<file path="config.mk">
export PLATFORM = sky130hd
export DESIGN_NAME = conv_out_packer_flat
export DESIGN_NICKNAME = d
export VERILOG_FILES = /design/src/rtl/conv_out_packer_if.sv /design/src/rtl/conv_out_packer.sv /design/src/flat_wrapper.sv
export SDC_FILE = /design/constraint.sdc
export NUM_CORES = 1
export LEC_CHECK = 0
export ABC_AREA = 1
export BUFFER_PORTS_ARGS = -buffer_cell sky130_fd_sc_hd__buf_2
export CAP_MARGIN = 5
export CORE_MARGIN = 4
export CORE_UTILIZATION = 55
export DETAILED_ROUTE_END_ITERATION = 8
export PLACE_DENSITY = 0.75
export RECOVER_POWER = 100
export SYNTH_ARGS = -nofsm -noshare
export SYNTH_HDL_FRONTEND = slang
export SYNTH_SLANG_ARGS = --single-unit
</file>
<file path="constraint.sdc">
create_clock -name clk -period 6.4 [get_ports clk]
set_clock_uncertainty 0.15 [all_clocks]
set_input_delay 0.96 -clock clk [delete_from_list [all_inputs] [get_ports clk]]
set_output_delay 0.96 -clock clk [all_outputs]
set_load 0.02 [all_outputs]
</file>
<file path="src/rtl/conv_out_packer_if.sv">
// rtl/conv_out_packer_if.sv - control, result-stream and packed-word signals of the output packer
interface conv_out_packer_if #(
    parameter int DATA_WIDTH = 16,
    parameter int CONV_UNITS = 8
);
    logic                             start;
    logic [15:0]                      row_len;
    logic [15:0]                      num_rows;
    logic                             r_valid;
    logic [DATA_WIDTH-1:0]            T_out;
    logic                             r_rdy;
    logic [DATA_WIDTH*CONV_UNITS-1:0] m_data;
    logic                             m_valid;
    logic                             m_ready;
    logic                             m_eol;
    logic                             m_last;
    logic                             busy;
    logic                             done;

    modport master (
        output start, row_len, num_rows, r_valid, T_out, m_ready,
        input  r_rdy, m_data, m_valid, m_eol, m_last, busy, done
    );

    modport slave (
        input  start, row_len, num_rows, r_valid, T_out, m_ready,
        output r_rdy, m_data, m_valid, m_eol, m_last, busy, done
    );
endinterface

</file>
<file path="src/rtl/conv_out_packer.sv">
// rtl/conv_out_packer.sv - packs CONV_UNITS results per word into a 2-deep output FIFO with row/frame tags
module conv_out_packer #(
    parameter int DATA_WIDTH = 16,
    parameter int CONV_UNITS = 8
) (
    input  logic             clk,
    input  logic             rst,
    conv_out_packer_if.slave bus
);
    // CONV_UNITS must be at least 2: the top lane is never stored, it goes straight into the pushed word
    localparam int WORD_W = DATA_WIDTH * CONV_UNITS;
    localparam int ASM_W  = DATA_WIDTH * (CONV_UNITS - 1);
    localparam int LANE_W = $clog2(CONV_UNITS);
    localparam logic [LANE_W-1:0] LAST_LANE = LANE_W'(CONV_UNITS - 1);

    typedef enum logic [1:0] {
        S_IDLE  = 2'd0,
        S_RUN   = 2'd1,
        S_FLUSH = 2'd2,
        S_DONE  = 2'd3
    } state_t;

    state_t              r_state;
    state_t              w_next_state;

    logic [LANE_W-1:0]   r_lane_cnt;
    logic [15:0]         r_col_cnt;
    logic [15:0]         r_row_cnt;
    logic [15:0]         r_row_len;
    logic [15:0]         r_num_rows;
    logic [ASM_W-1:0]    r_asm;

    logic [WORD_W-1:0]   r_fifo_data [2];
    logic [1:0]          r_fifo_eol;
    logic [1:0]          r_fifo_last;
    logic                r_rd_ptr;
    logic                r_wr_ptr;
    logic [1:0]          r_fifo_cnt;

    logic                w_start_ok;
    logic                w_rdy;
    logic                w_beat;
    logic                w_push;
    logic                w_pop;
    logic                w_m_valid;
    logic                w_row_end;
    logic                w_frame_end;
    logic [WORD_W-1:0]   w_word;

    assign w_start_ok  = bus.start && (bus.row_len != 16'd0) && (bus.num_rows != 16'd0);
    assign w_row_end   = (r_col_cnt == r_row_len - 16'd1);
    assign w_frame_end = w_row_end && (r_row_cnt == r_num_rows - 16'd1);

    // The final lane may still be taken on a full FIFO when the head pops in the same cycle
    assign w_rdy     = (r_state == S_RUN) &&
                       ((r_lane_cnt != LAST_LANE) || (r_fifo_cnt != 2'd2) || bus.m_ready);
    assign w_beat    = bus.r_valid && w_rdy;
    assign w_push    = w_beat && (r_lane_cnt == LAST_LANE);
    assign w_m_valid = (r_fifo_cnt != 2'd0);
    assign w_pop     = w_m_valid && bus.m_ready;
    assign w_word    = {bus.T_out, r_asm};

    always_ff @(posedge clk) begin
        if (rst) begin
            r_state <= S_IDLE;
        end else begin
            r_state <= w_next_state;
        end
    end

    always_comb begin
        w_next_state = r_state;
        case (r_state)
            S_IDLE: begin
                if (bus.start) begin
                    w_next_state = w_start_ok ? S_RUN : S_DONE;
                end
            end
            S_RUN: begin
                if (w_push && w_frame_end) begin
                    w_next_state = S_FLUSH;
                end
            end
            S_FLUSH: begin
                if (w_pop && (r_fifo_cnt == 2'd1)) begin
                    w_next_state = S_DONE;
                end
            end
            S_DONE:  w_next_state = S_IDLE;
            default: w_next_state = S_IDLE;
        endcase
    end

    always_ff @(posedge clk) begin
        if (rst) begin
            r_lane_cnt <= '0;
            r_col_cnt  <= 16'd0;
            r_row_cnt  <= 16'd0;
            r_row_len  <= 16'd0;
            r_num_rows <= 16'd0;
            r_asm      <= '0;
        end else begin
            if ((r_state == S_IDLE) && w_start_ok) begin
                r_row_len  <= bus.row_len;
                r_num_rows <= bus.num_rows;
                r_lane_cnt <= '0;
                r_col_cnt  <= 16'd0;
                r_row_cnt  <= 16'd0;
            end
            if (w_beat) begin
                if (r_lane_cnt == LAST_LANE) begin
                    r_lane_cnt <= '0;
                end else begin
                    r_lane_cnt <= r_lane_cnt + LANE_W'(1);
                    r_asm[DATA_WIDTH*r_lane_cnt +: DATA_WIDTH] <= bus.T_out;
                end
            end
            if (w_push) begin
                if (w_row_end) begin
                    r_col_cnt <= 16'd0;
                    r_row_cnt <= r_row_cnt + 16'd1;
                end else begin
                    r_col_cnt <= r_col_cnt + 16'd1;
                end
            end
        end
    end

    always_ff @(posedge clk) begin
        if (rst) begin
            r_fifo_data[0] <= '0;
            r_fifo_data[1] <= '0;
            r_fifo_eol     <= 2'b00;
            r_fifo_last    <= 2'b00;
            r_rd_ptr       <= 1'b0;
            r_wr_ptr       <= 1'b0;
            r_fifo_cnt     <= 2'd0;
        end else begin
            if (w_push) begin
                r_fifo_data[r_wr_ptr] <= w_word;
                r_fifo_eol[r_wr_ptr]  <= w_row_end;
                r_fifo_last[r_wr_ptr] <= w_frame_end;
                r_wr_ptr              <= ~r_wr_ptr;
            end
            if (w_pop) begin
                r_rd_ptr <= ~r_rd_ptr;
            end
            case ({w_push, w_pop})
                2'b10:   r_fifo_cnt <= r_fifo_cnt + 2'd1;
                2'b01:   r_fifo_cnt <= r_fifo_cnt - 2'd1;
                default: r_fifo_cnt <= r_fifo_cnt;
            endcase
        end
    end

    // Outputs read as zero whenever the FIFO is empty so stale entries never leak out
    assign bus.r_rdy   = w_rdy;
    assign bus.m_valid = w_m_valid;
    assign bus.m_data  = w_m_valid ? r_fifo_data[r_rd_ptr] : '0;
    assign bus.m_eol   = w_m_valid && r_fifo_eol[r_rd_ptr];
    assign bus.m_last  = w_m_valid && r_fifo_last[r_rd_ptr];
    assign bus.busy    = (r_state == S_RUN) || (r_state == S_FLUSH);
    assign bus.done    = (r_state == S_DONE);
endmodule
</file>
<file path="src/flat_wrapper.sv">
// flat-port wrapper written by rule: the top's interface ports become plain ports
module conv_out_packer_flat 
#(
    parameter int DATA_WIDTH = 16,
    parameter int CONV_UNITS = 8
)
  (clk, rst, bus_start, bus_row_len, bus_num_rows, bus_r_valid, bus_T_out, bus_m_ready, bus_r_rdy, bus_m_data, bus_m_valid, bus_m_eol, bus_m_last, bus_busy, bus_done);
  conv_out_packer_if #(.DATA_WIDTH(DATA_WIDTH), .CONV_UNITS(CONV_UNITS)) bus_i ();
  input  logic clk;
  input  logic rst;
  input wire logic [$bits(bus_i.start)-1:0] bus_start;
  input wire logic [$bits(bus_i.row_len)-1:0] bus_row_len;
  input wire logic [$bits(bus_i.num_rows)-1:0] bus_num_rows;
  input wire logic [$bits(bus_i.r_valid)-1:0] bus_r_valid;
  input wire logic [$bits(bus_i.T_out)-1:0] bus_T_out;
  input wire logic [$bits(bus_i.m_ready)-1:0] bus_m_ready;
  output wire logic [$bits(bus_i.r_rdy)-1:0] bus_r_rdy;
  output wire logic [$bits(bus_i.m_data)-1:0] bus_m_data;
  output wire logic [$bits(bus_i.m_valid)-1:0] bus_m_valid;
  output wire logic [$bits(bus_i.m_eol)-1:0] bus_m_eol;
  output wire logic [$bits(bus_i.m_last)-1:0] bus_m_last;
  output wire logic [$bits(bus_i.busy)-1:0] bus_busy;
  output wire logic [$bits(bus_i.done)-1:0] bus_done;
  assign bus_i.start = bus_start;
  assign bus_i.row_len = bus_row_len;
  assign bus_i.num_rows = bus_num_rows;
  assign bus_i.r_valid = bus_r_valid;
  assign bus_i.T_out = bus_T_out;
  assign bus_i.m_ready = bus_m_ready;
  assign bus_r_rdy = bus_i.r_rdy;
  assign bus_m_data = bus_i.m_data;
  assign bus_m_valid = bus_i.m_valid;
  assign bus_m_eol = bus_i.m_eol;
  assign bus_m_last = bus_i.m_last;
  assign bus_busy = bus_i.busy;
  assign bus_done = bus_i.done;
  conv_out_packer #(.DATA_WIDTH(DATA_WIDTH), .CONV_UNITS(CONV_UNITS)) u_core (.clk(clk), .rst(rst), .bus(bus_i));
endmodule
</file>
==> reports/metrics.cfg, run 1 <==
[synthesis]
synth_edf_count = 256
synth-seq-cells = 446
ys_seq_area_frac = 0.571
yosys.area.top_type = edfxtp_1
syn_avg_cell_area_um2 = 8.56
async_flop_share = 0
synth.most_common_cell = nor2_1
ys_top_cells_by_area = edfxtp_1, dfxtp_1, nor2_1
ys_types = 38
syn_area_um2 = 20100
synth_common_cells = nor2_1, edfxtp_1, inv_1
synth_cells = 2352
synth_top_area_frac = 0.382
ys_warn_count = 0
synth_nets = 2421
synthFlopType = edfxtp_1

[routing]
vias_per_cell = 5.49
drc = 0
via_count = 16300
drtPass1Iterations = 6
routed_wl_um = 51200
ant_nets = 0
drtIter0Drc = 1348
routedWlPerCell_um = 17.3

[die]
ios = 187
die_x_um = 199
die_area_um2 = 39700
core_area_um2 = 35800
row_count = 69
start_util = 0.562
chipHeight_um = 199

[global_route]
grt-ovfl-total = 0
grt_pass1_vias = 15400
grt_max_degree = 80
grt_antenna_before_repair = 1
grt_usage = 0.253
grt_pass1_wl_um = 80800

[power]
power_density_nw_per_um2 = 323
leakagePower_nw = 8.71
max-vdd-ir-drop_mv = 0.300
finalPower_w = 0.00727

[finish]
areaGrowthSynthToFinish_pct = 11.7
drive_above_1_share = 0.0608
antenna_cells = 0
fin_cells = 2962
fin_nets = 2532
fin_util = 0.628

[outcome]
violations = capacitance limit, slew limit
status = finished, violations left

[sta]
period_minus_slack_ns = 5.12
rsz0062_at_grt = no
fin_crit_sh = 0.800
tns_ns = 0
hold_viol = 0
slew_headroom = -1.42
finalSetupViolCount = 0
worst_pin_slew_ns = 3.63
fmax_mhz = 195
drv_slew = 194

[clock_tree]
tritoncts = built
cts.sink_count = 446
clk_pin_slew_ns = 0.06
cts-root-buf = clkbuf_16
cts_setup_buffers = 0
clock_latency_ns = 0.58
cts_resized = 0
holdBufCountCts = 0
numCtsBuffers = 46
cts.path.max_buffers = 3
htree_levels = 2

[worst_setup_path]
cp_common_cell = inv_1
crit_fanout = 70
cp.required_ns = 5.29
criticalPathCategory = flop to output port
critPathSlowestCell = inv_1
critPathMaxStageDelay_ns = 1.26
crit_chain = inv_1 > ha_1 > inv_1 > buf_4 > o21ai_0 > nor2_1 > clkbuf_1
start_kind = flop
worst_ep_arrival_time_ns = 4.01
endpoint_kind = output port

[place]
dpl.hpwl_um = 32800
gp_congestion = 0.884
io_buffers = 186
dpl.cell_count = 2876

[flow_run]
drv_cap = 3

[min_path]
hp-class = flop to flop

registers in the layout (all words and copies together), names as in the netlist, named ones only:
register            count
u_core.r_fifo_eol       2
u_core.r_col_cnt       16
u_core.r_fifo_last      2
u_core.r_lane_cnt       3
u_core.r_num_rows      16
u_core.r_fifo_cnt       2
u_core.r_rd_ptr         1
u_core.r_fifo_data    256
u_core.r_state          2
u_core.r_row_len       16
u_core.r_wr_ptr         1
u_core.r_row_cnt       16
u_core.r_asm          112
path summary, 6_finish.rpt:
check / start / to / cells past startpoint / slack (ns)
hold reg to reg: u_core.r_row_len[15]$_SDFFE_PP0P_ / u_core.r_row_len[15]$_SDFFE_PP0P_ / 2 / 0.32
setup reg to reg: u_core.r_lane_cnt[0]$_SDFFE_PP0P_ / u_core.r_fifo_data[0][72]$_SDFFCE_PN0P_ / 11 / 1.41
setup / recovery: u_core.r_fifo_cnt[0]$_SDFFE_PP0P_ / bus_m_data[82] / 7 / 1.28
hold / removal: u_core.r_row_len[15]$_SDFFE_PP0P_ / u_core.r_row_len[15]$_SDFFE_PP0P_ / 2 / 0.32
critical path: cells and delay by family, from the launching register on:
family,cells,cell delay (ns)
compound gates,1,0.20
fa+ha+maj,1,0.24
buf+inv,4,2.35
flops,1,0.35
simple gates,1,0.26
metrics by stage:
step	hold slack, ns	worst slack, ns	area, um^2
finish	0.320	1.28	22500
global route	0.361	0.993	22500
CTS	0.323	1.95	22700
detailed placement	0.314	2.21	21300
global placement	0.305	2.29	21300
floorplan	0.286	0.581	20100
where the power goes:
part | total [W] | switching, W | internal (W)
clock | 0.00258 | 0.00111 | 0.00146
sequential | 0.00327 | 0.000107 | 0.00317
combinational | 0.00142 | 0.00102 | 0.000401
logic make-up (layout without fill, tap and decap cells):
logic type,count (synthesis),in the layout,share of synthesized area
AND/OR/NAND/NOR,983,983,0.198
XOR/XNOR,46,46,0.0200
flip-flops,446,446,0.571
AO/OA/AOI/OAI,476,476,0.127
adder cells (fa/ha/maj),16,16,0.00994
buffers and inverters,385,534,0.0737
routing by layer:
metal	wire length, um	share of wire	GRT usage
met1	21200	0.41	0.339
met5	7	0.00014	0
met4	1310	0.026	0.0709
met2	24600	0.48	0.430
met3	4000	0.078	0.0427
final cells by class:
class | instances | area, um^2
inverters | 246 | 926
multi-input cells | 1521 | 7160
clock buffers | 67 | 1260
well taps | 461 | 577
fillers | 3029 | 13300
repair buffers | 202 | 886
flip-flops and latches | 446 | 11500
clock inverters | 19 | 190
cell usage in the layout, fill, tap and decap left out, types with 11 or more instances in the layout:
master,count
nor2_1,626
edfxtp_1,256
inv_1,241
o21ai_0,239
nand2_1,218
dfxtp_1,189
a21oi_1,162
clkbuf_1,158
nand3_1,65
a211oi_1,53
buf_2,52
clkbuf_16,46
xor2_1,30
nand4_1,23
xnor2_1,16
ha_1,16
a31oi_1,15
nor4_1,11
No activity file was read; power rests on OpenSTA's default activity.
==> run 2: changes to the inputs <==
- clock period: 6.4 -> 5.2 ns (I/O delays scaled with it)
==> run 2 against run 1 <==
Compared with the run above:
- count of clock-buffer cells in the layout increased by 4
- critical path depth up 4
- highest routed layer unchanged
- largest cell class unchanged
- sequential power is 23% higher
- combinational power rose by 23%
- clock power up 22%
- the run still ends with capacitance limit, slew limit left
- first-iteration DRC count down 3.9%
- design area hardly changed
==> reports/metrics.cfg, run 2 (synthesis gave the netlist of run 1 again) <==
[outcome]
status = finished, violations left
violations = capacitance limit, slew limit

[flow_run]
drv_cap = 1  ; -2

[worst_setup_path]
critPathMaxStageDelay_ns = 0.74  ; -0.52 ns
critPathSlowestCell = clkbuf_4
crit_chain = ha_1 > ha_1 > a31oi_1 > nand2_1 > nor2_2 > buf_4 > inv_1 > nor2_1 > nand2_4 > nand2_8 > clkbuf_4
reg2reg_slack_ns = 0.78  ; -0.63 ns
endpoint_kind = flop
r2r_end = u_core.r_fifo_data[1][38]$_SDFFCE_PN0P_
worst_ep_arrival_time_ns = 4.45  ; +0.44 ns
crit_fanout = 61  ; -13%
r2r-start = u_core.r_lane_cnt[0]$_SDFFE_PP0P_
criticalPathCategory = flop to flop
cp.required_ns = 5.24  ; -0.05 ns
start_kind = flop
rr_worst_depth = 11  ; unchanged
cp_common_cell = ha_1

[clock_tree]
tritoncts = built
clk_pin_slew_ns = 0.06  ; about the same
cts_resized = 0  ; unchanged
clock_latency_ns = 0.56  ; -0.02 ns
cts.path.max_buffers = 3  ; unchanged
htree_levels = 2  ; unchanged
cts.sink_count = 446  ; unchanged
cts_setup_buffers = 0  ; unchanged
numCtsBuffers = 45  ; -2.2%
holdBufCountCts = 0  ; unchanged
cts-root-buf = clkbuf_16

[power]
clockPowerShare = 0.354  ; about the same
internal_power_w = 0.00620  ; +23%
p_switching_w = 0.00272  ; +21%
power_frac_seq = 0.450  ; about the same
leakagePower_nw = 8.72  ; +0.12%
power_density_nw_per_um2 = 397  ; +23%
finalPower_w = 0.00892  ; +23%
max-vdd-ir-drop_mv = 0.380  ; +27%
p_comb_frac = 0.196  ; about the same
swShare = 0.305  ; -0.00351

[finish]
fin_nets = 2533  ; +0.039%
largest_reg_flops = 256  ; unchanged
final_cell_mix = nor2_1, edfxtp_1, inv_1, o21ai_0, nand2_1
final_common_cell = nor2_1
drive_above_1_share = 0.0632  ; +0.00242
areaGrowthSynthToFinish_pct = 11.7  ; about the same
reg.largest.list = u_core.r_fifo_data: 256 flops, u_core.r_asm: 112 flops
largest_register = u_core.r_fifo_data
antenna_cells = 0  ; unchanged

[place]
gp_congestion = 0.899  ; +1.7%
io_buffers = 186  ; unchanged
dpl.hpwl_um = 33400  ; +1.8%

[sta]
fmax_mhz = 226
rsz0062_at_grt = no
period_minus_slack_ns = 4.42
fin_crit_sh = 0.849
worst_pin_slew_ns = 3.61  ; -0.0264 ns
hold_viol = 0  ; unchanged
drv_slew = 78  ; -60%
slew_headroom = -1.40  ; +0.0176
finalSetupViolCount = 0  ; unchanged
tns_ns = 0  ; unchanged

[die]
core_area_um2 = 35800  ; unchanged
ios = 187  ; unchanged
start_util = 0.562  ; unchanged
die_x_um = 199  ; unchanged
row_count = 69  ; unchanged
die_area_um2 = 39700  ; unchanged
chipHeight_um = 199  ; unchanged

[min_path]
min_to = u_core.r_num_rows[15]$_SDFFE_PP0P_
whs_path_depth = 2  ; unchanged
hold_start = u_core.r_num_rows[15]$_SDFFE_PP0P_
hp-class = flop to flop

[routing]
drc = 0  ; unchanged
routed_wl_um = 51200  ; about the same
ant_nets = 0  ; unchanged
drtPass1Iterations = 5  ; -1
routedWlPerCell_um = 17.3  ; about the same
via_count = 16300  ; +0.34%
drtIter0Drc = 1296  ; -3.9%
vias_per_cell = 5.51  ; +0.37%

[global_route]
grt_pass1_vias = 15600  ; +1.1%
grt-ovfl-total = 0  ; unchanged
grt_antenna_before_repair = 1  ; unchanged
grt_usage = 0.252  ; -0.00116
grt_max_degree = 129  ; +61%
grt_pass1_wl_um = 80700  ; -0.20%

==> run 2: per-layer routing <==
metal / routed length, um / vias up / GRT usage
met5: 13 / - / 0
met4: 1830 / 2 / 0.0957
met3: 3600 / 111 / 0.0448
met2: 24900 / 582 / 0.422
met1: 20900 / 7669 / 0.329
li1: - / 7949 / -
==> run 2: worst max-delay path, delay by kind of cell (launching register included) <==
kind            cells  cell delay, ns
compound gates      1            0.26
fa+ha+maj           2            0.51
buf+inv             3            1.22
flops               1            0.42
simple gates        5            1.40
==> run 2: area by class of cell <==
type                            instances  area (um^2)
Fill cell                            3033        13300
Clock buffer                           71         1330
Timing Repair Buffer                  204          877
Clock inverter                         12          119
Multi-Input combinational cell       1521         7160
Inverter                              246          926
Sequential cell                       446        11500
Tap cell                              461          577
==> run 2: power by group through the flow <==
stage	Combinational, W	Sequential [W]	Clock, W
6_report	0.00175	0.00402	0.00315
5_1_grt	0.00198	0.00403	0.00335
3_5_place_dp	0.00179	0.00409	0
3_3_place_gp	0.00175	0.00408	0
4_1_cts	0.00180	0.00401	0.00319
2_1_floorplan	0.00133	0.00406	0
==> run 2: per-stage QoR <==
step           setup WS, ns   util  hold slack (ns)  cells  cell area, um^2
5_1_grt               0.471  0.627            0.338   2961            22500
3_3_place_gp           1.43  0.594            0.306   2878            21300
2_1_floorplan         0.830      -            0.286   2352            20100
6_report              0.785  0.627            0.317   2961            22500
4_1_cts                1.29  0.634            0.322   2961            22700
3_5_place_dp           1.38  0.594            0.313   2878            21300
==> run 2: worst max path at each step <==
stage                                 startpoint                                       end  slack, ns  depth (start not counted)
6_report       u_core.r_lane_cnt[0]$_SDFFE_PP0P_   u_core.r_fifo_data[1][38]$_SDFFCE_PN0P_       0.78                         11
4_1_cts        u_core.r_lane_cnt[0]$_SDFFE_PP0P_             u_core.r_asm[98]$_SDFFE_PP0P_       1.29                          7
5_1_grt        u_core.r_lane_cnt[0]$_SDFFE_PP0P_   u_core.r_fifo_data[1][20]$_SDFFCE_PN0P_       0.47                         11
3_5_place_dp   u_core.r_lane_cnt[0]$_SDFFE_PP0P_            u_core.r_asm[109]$_SDFFE_PP0P_       1.38                          7
3_3_place_gp                         bus_m_ready  u_core.r_fifo_data[1][101]$_SDFFCE_PN0P_       1.43                         11
2_1_floorplan                        bus_m_ready    u_core.r_fifo_data[0][0]$_SDFFCE_PN0P_       0.83                         10
==> run 3: changes to the inputs <==
- ABC_AREA: 1 -> 0
- CORE_UTILIZATION: 55 -> 54
- PLACE_DENSITY: 0.75 -> 0.76
- clock period: 5.2 -> 3.8 ns (I/O delays scaled with it)
==> run 3 against run 2 <==
Compared with the run above:
- the flow now finishes without violations
- die area up 2.4%
- fmax increased by 25%
- combinational power increased by 21%
- global-route usage down 1.6 points
- core utilization fell by 1.2 points
- sequential share of layout area fell by 0.34 points
- routed wire length shrank 3.1%
- sequential power is 37% higher
- final cell count down 15%
- synthesized cell count shrank 19%
- largest cell class unchanged
- worst hold slack got worse by 0.21 ns
- register-to-register slack worse by 0.51 ns
==> reports/metrics.cfg, run 3 <==
[outcome]
status = finished, final reports clean

[sta]
hold_viol = 0  ; unchanged
tns_ns = 0  ; unchanged
worst_slack_ns = 0.276  ; -0.509 ns
period_minus_slack_ns = 3.52  ; -0.891 ns
fin_crit_sh = 0.927  ; +0.0783
finalSetupViolCount = 0  ; unchanged
rsz0062_at_grt = no
fmax_mhz = 284  ; +25%
drv_slew = 0  ; -100%
worst_pin_slew_ns = 1.30  ; -2.31 ns
slew_headroom = 0.136  ; +1.54

[worst_setup_path]
endpoint_kind = flop
worst_ep_arrival_time_ns = 3.58  ; -0.87 ns
reg2reg_slack_ns = 0.28  ; -0.51 ns
rr_worst_depth = 11  ; unchanged
criticalPathCategory = flop to flop
cp.required_ns = 3.86  ; -1.38 ns
start_kind = flop
crit_fanout = 78  ; +28%
r2r-start = u_core.r_lane_cnt[0]$_SDFFE_PP0P_
r2r_end = u_core.r_fifo_data[0][109]$_SDFFCE_PN0P_

[synthesis]
synth_top_area_frac = 0.380  ; -0.00224
yosys.area.top_type = edfxtp_1
synth_edf_count = 256  ; unchanged
synth_nets = 1982  ; -18%
ys_seq_area_frac = 0.567  ; -0.00335
synthFlopType = edfxtp_1
async_flop_share = 0  ; unchanged
ys_top_cells_by_area = edfxtp_1, dfxtp_1, mux2i_1
ys_types = 72  ; +89%
syn_avg_cell_area_um2 = 10.6  ; +24%
synth-seq-cells = 446  ; unchanged
synth_common_cells = edfxtp_1, nor2_1, dfxtp_1
synth.most_common_cell = edfxtp_1
syn_area_um2 = 20300  ; +0.59%
ys_warn_count = 0  ; unchanged
synth_cells = 1913  ; -19%

[routing]
via_count = 14500  ; -11%
drtPass1Iterations = 5  ; unchanged
routed_wl_um = 49600  ; -3.1%
vias_per_cell = 5.75  ; +4.4%
wl_met1_um = 20400  ; -2.2%
drtIter0Drc = 1235  ; -4.7%
drc = 0  ; unchanged
highest_layer = met5
routedWlPerCell_um = 19.6  ; +14%
wl_met3_um = 3190  ; -11%
route.met2.wl_um = 24400  ; -1.7%
ant_nets = 0  ; unchanged

[finish]
final_common_cell = edfxtp_1
largest_register = u_core.r_fifo_data
fin_util = 0.616  ; -0.0119
multiInputGateArea_um2 = 8100  ; +13%
largest_reg_flops = 256  ; unchanged
drive_above_1_share = 0.0837  ; +0.0205
final_cell_area_um2 = 22600  ; +0.72%
regArea_um2 = 11500  ; about the same
antenna_cells = 0  ; unchanged
fin_nets = 2088  ; -18%
nFillCells = 2983  ; -1.6%
final_cell_mix = edfxtp_1, nor2_1, mux2i_1, dfxtp_1, nand2_1
areaGrowthSynthToFinish_pct = 11.8
reg.largest.list = u_core.r_fifo_data: 256 flops, u_core.r_asm: 112 flops

[clock_tree]
clock_latency_ns = 0.57  ; about the same
cts.path.max_buffers = 3  ; unchanged
tritoncts = built
cts_resized = 0  ; unchanged
cts-root-buf = clkbuf_16
clk_pin_slew_ns = 0.06  ; about the same
cts.sink_count = 446  ; unchanged
cts_setup_buffers = 0  ; unchanged
holdBufCountCts = 0  ; unchanged
htree_levels = 2  ; unchanged
numCtsBuffers = 45  ; unchanged

[power]
finalPower_w = 0.0117  ; +31%
max-vdd-ir-drop_mv = 0.395  ; +4.0%
p_switching_w = 0.00334  ; +23%
power_density_nw_per_um2 = 517  ; +30%
power_frac_seq = 0.470  ; +0.020
leakagePower_nw = 8.37  ; -4.0%
p_comb_frac = 0.181  ; -0.015
swShare = 0.286  ; -0.0192
clockPowerShare = 0.349  ; -0.005
internal_power_w = 0.00836  ; +35%

[min_path]
min_to = u_core.r_num_rows[14]$_SDFFE_PP0P_
whs_path_depth = 3  ; +1
hold_start = bus_num_rows[14]
hp-class = input pin to flop

[global_route]
grt_pass1_wl_um = 77100  ; -4.4%
grt_usage = 0.236  ; -0.0163
grt_pass1_vias = 14200  ; -8.6%
grt_antenna_before_repair = 2  ; +1
grt-ovfl-total = 0  ; unchanged
grt_max_degree = 130  ; +0.78%

[place]
io_buffers = 186  ; unchanged
placed_area_um2 = 21600  ; +1.3%
dp_worst_setup_slack_ns = 0.356  ; -1.02 ns
dpl.hpwl_um = 30000  ; -10%
gp_congestion = 0.816  ; -9.2%

[die]
die_x_um = 202  ; +1.2%
ios = 187  ; unchanged
row_count = 70  ; +1.4%
start_util = 0.551  ; -0.0114
core_area_um2 = 36800  ; +2.7%
chipHeight_um = 202  ; +1.2%
die_area_um2 = 40700  ; +2.4%

[flow_run]
drv_cap = 0  ; -1

-- run 3: changes by cell type after synthesis, moves of 10 or more --
cell	delta
a211oi_1	-50
buf_2	-20
o22a_1	+10
mux2i_1	+187
inv_1	-217
a21oi_1	-54
clkbuf_1	+14
and3_1	+148
clkbuf_2	+12
nand4_1	-13
and2_1	+129
nor2_1	-400
nand2_1	-47
o21ai_0	-228
-- run 3: layout make-up --
class / instances / area share
sequential: 446 / 0.508
multi-input combinational: 1289 / 0.358
clock buffer: 68 / 0.0549
timing repair buffer: 212 / 0.0447
tap: 468 / 0.0259
clock inverter: 15 / 0.00453
inverter: 25 / 0.00448
-- run 3: worst max-delay path, cell delays in order (launching register included) --
cell and delay [ns]:
dfxtp_4 0.53, ha_1 0.20, ha_1 0.22, nand2_1 0.10
o21a_4 0.22, nand2_1 0.22, nor2_4 0.09, inv_1 0.52
nor2_4 0.03, nor2_1 0.30, clkinvlp_4 0.20, buf_8 0.26
-- run 3: cell families after synthesis --
group / Yosys count / synth area share
simple gates: 838 / 0.211
flops: 446 / 0.567
mux: 188 / 0.0930
fa+ha+maj: 16 / 0.00988
xor+xnor: 44 / 0.0190
buf+inv: 178 / 0.0348
compound gates: 203 / 0.0649
-- run 3: power groups by stage --
stage	clock (W)	combinational (W)	sequential [W]
4_1_cts	0.00414	0.00217	0.00549
6_report	0.00409	0.00212	0.00549
2_1_floorplan	0	0.00163	0.00551
5_1_grt	0.00436	0.00231	0.00552
3_5_place_dp	0	0.00216	0.00560
3_3_place_gp	0	0.00213	0.00558
-- run 3: stage by stage --
| stage | std cells | hold WS [ns] |
|---|---|---|
| detailed placement | 2440 | 0.295 |
| global route | 2523 | 0.0990 |
| global placement | 2440 | 0.285 |
| finish | 2523 | 0.102 |
| CTS | 2523 | 0.0780 |
| floorplan | 1913 | 0.276 |
-- run 3: how the worst max path moves through the flow --
stage | startpoint | end | slack [ns]
global route | u_core.r_lane_cnt[0]$_SDFFE_PP0P_ | u_core.r_fifo_data[1][31]$_SDFFCE_PN0P_ | 0.08
finish | u_core.r_lane_cnt[0]$_SDFFE_PP0P_ | u_core.r_fifo_data[0][109]$_SDFFCE_PN0P_ | 0.28
detailed placement | u_core.r_row_len[0]$_SDFFE_PP0P_ | u_core.r_row_cnt[14]$_SDFF_PP0_ | 0.36
CTS | u_core.r_row_len[0]$_SDFFE_PP0P_ | u_core.r_row_cnt[14]$_SDFF_PP0_ | 0.35
floorplan | u_core.r_lane_cnt[1]$_SDFFE_PP0P_ | u_core.r_fifo_data[0][0]$_SDFFCE_PN0P_ | -0.12
global placement | u_core.r_row_len[0]$_SDFFE_PP0P_ | u_core.r_row_cnt[14]$_SDFF_PP0_ | 0.43
-- run 3: routing by layer --
layer,up-vias,GRT usage
met5,-,0
met4,4,0.0791
met3,94,0.0440
met2,441,0.405
met1,7015,0.302
li1,6964,-
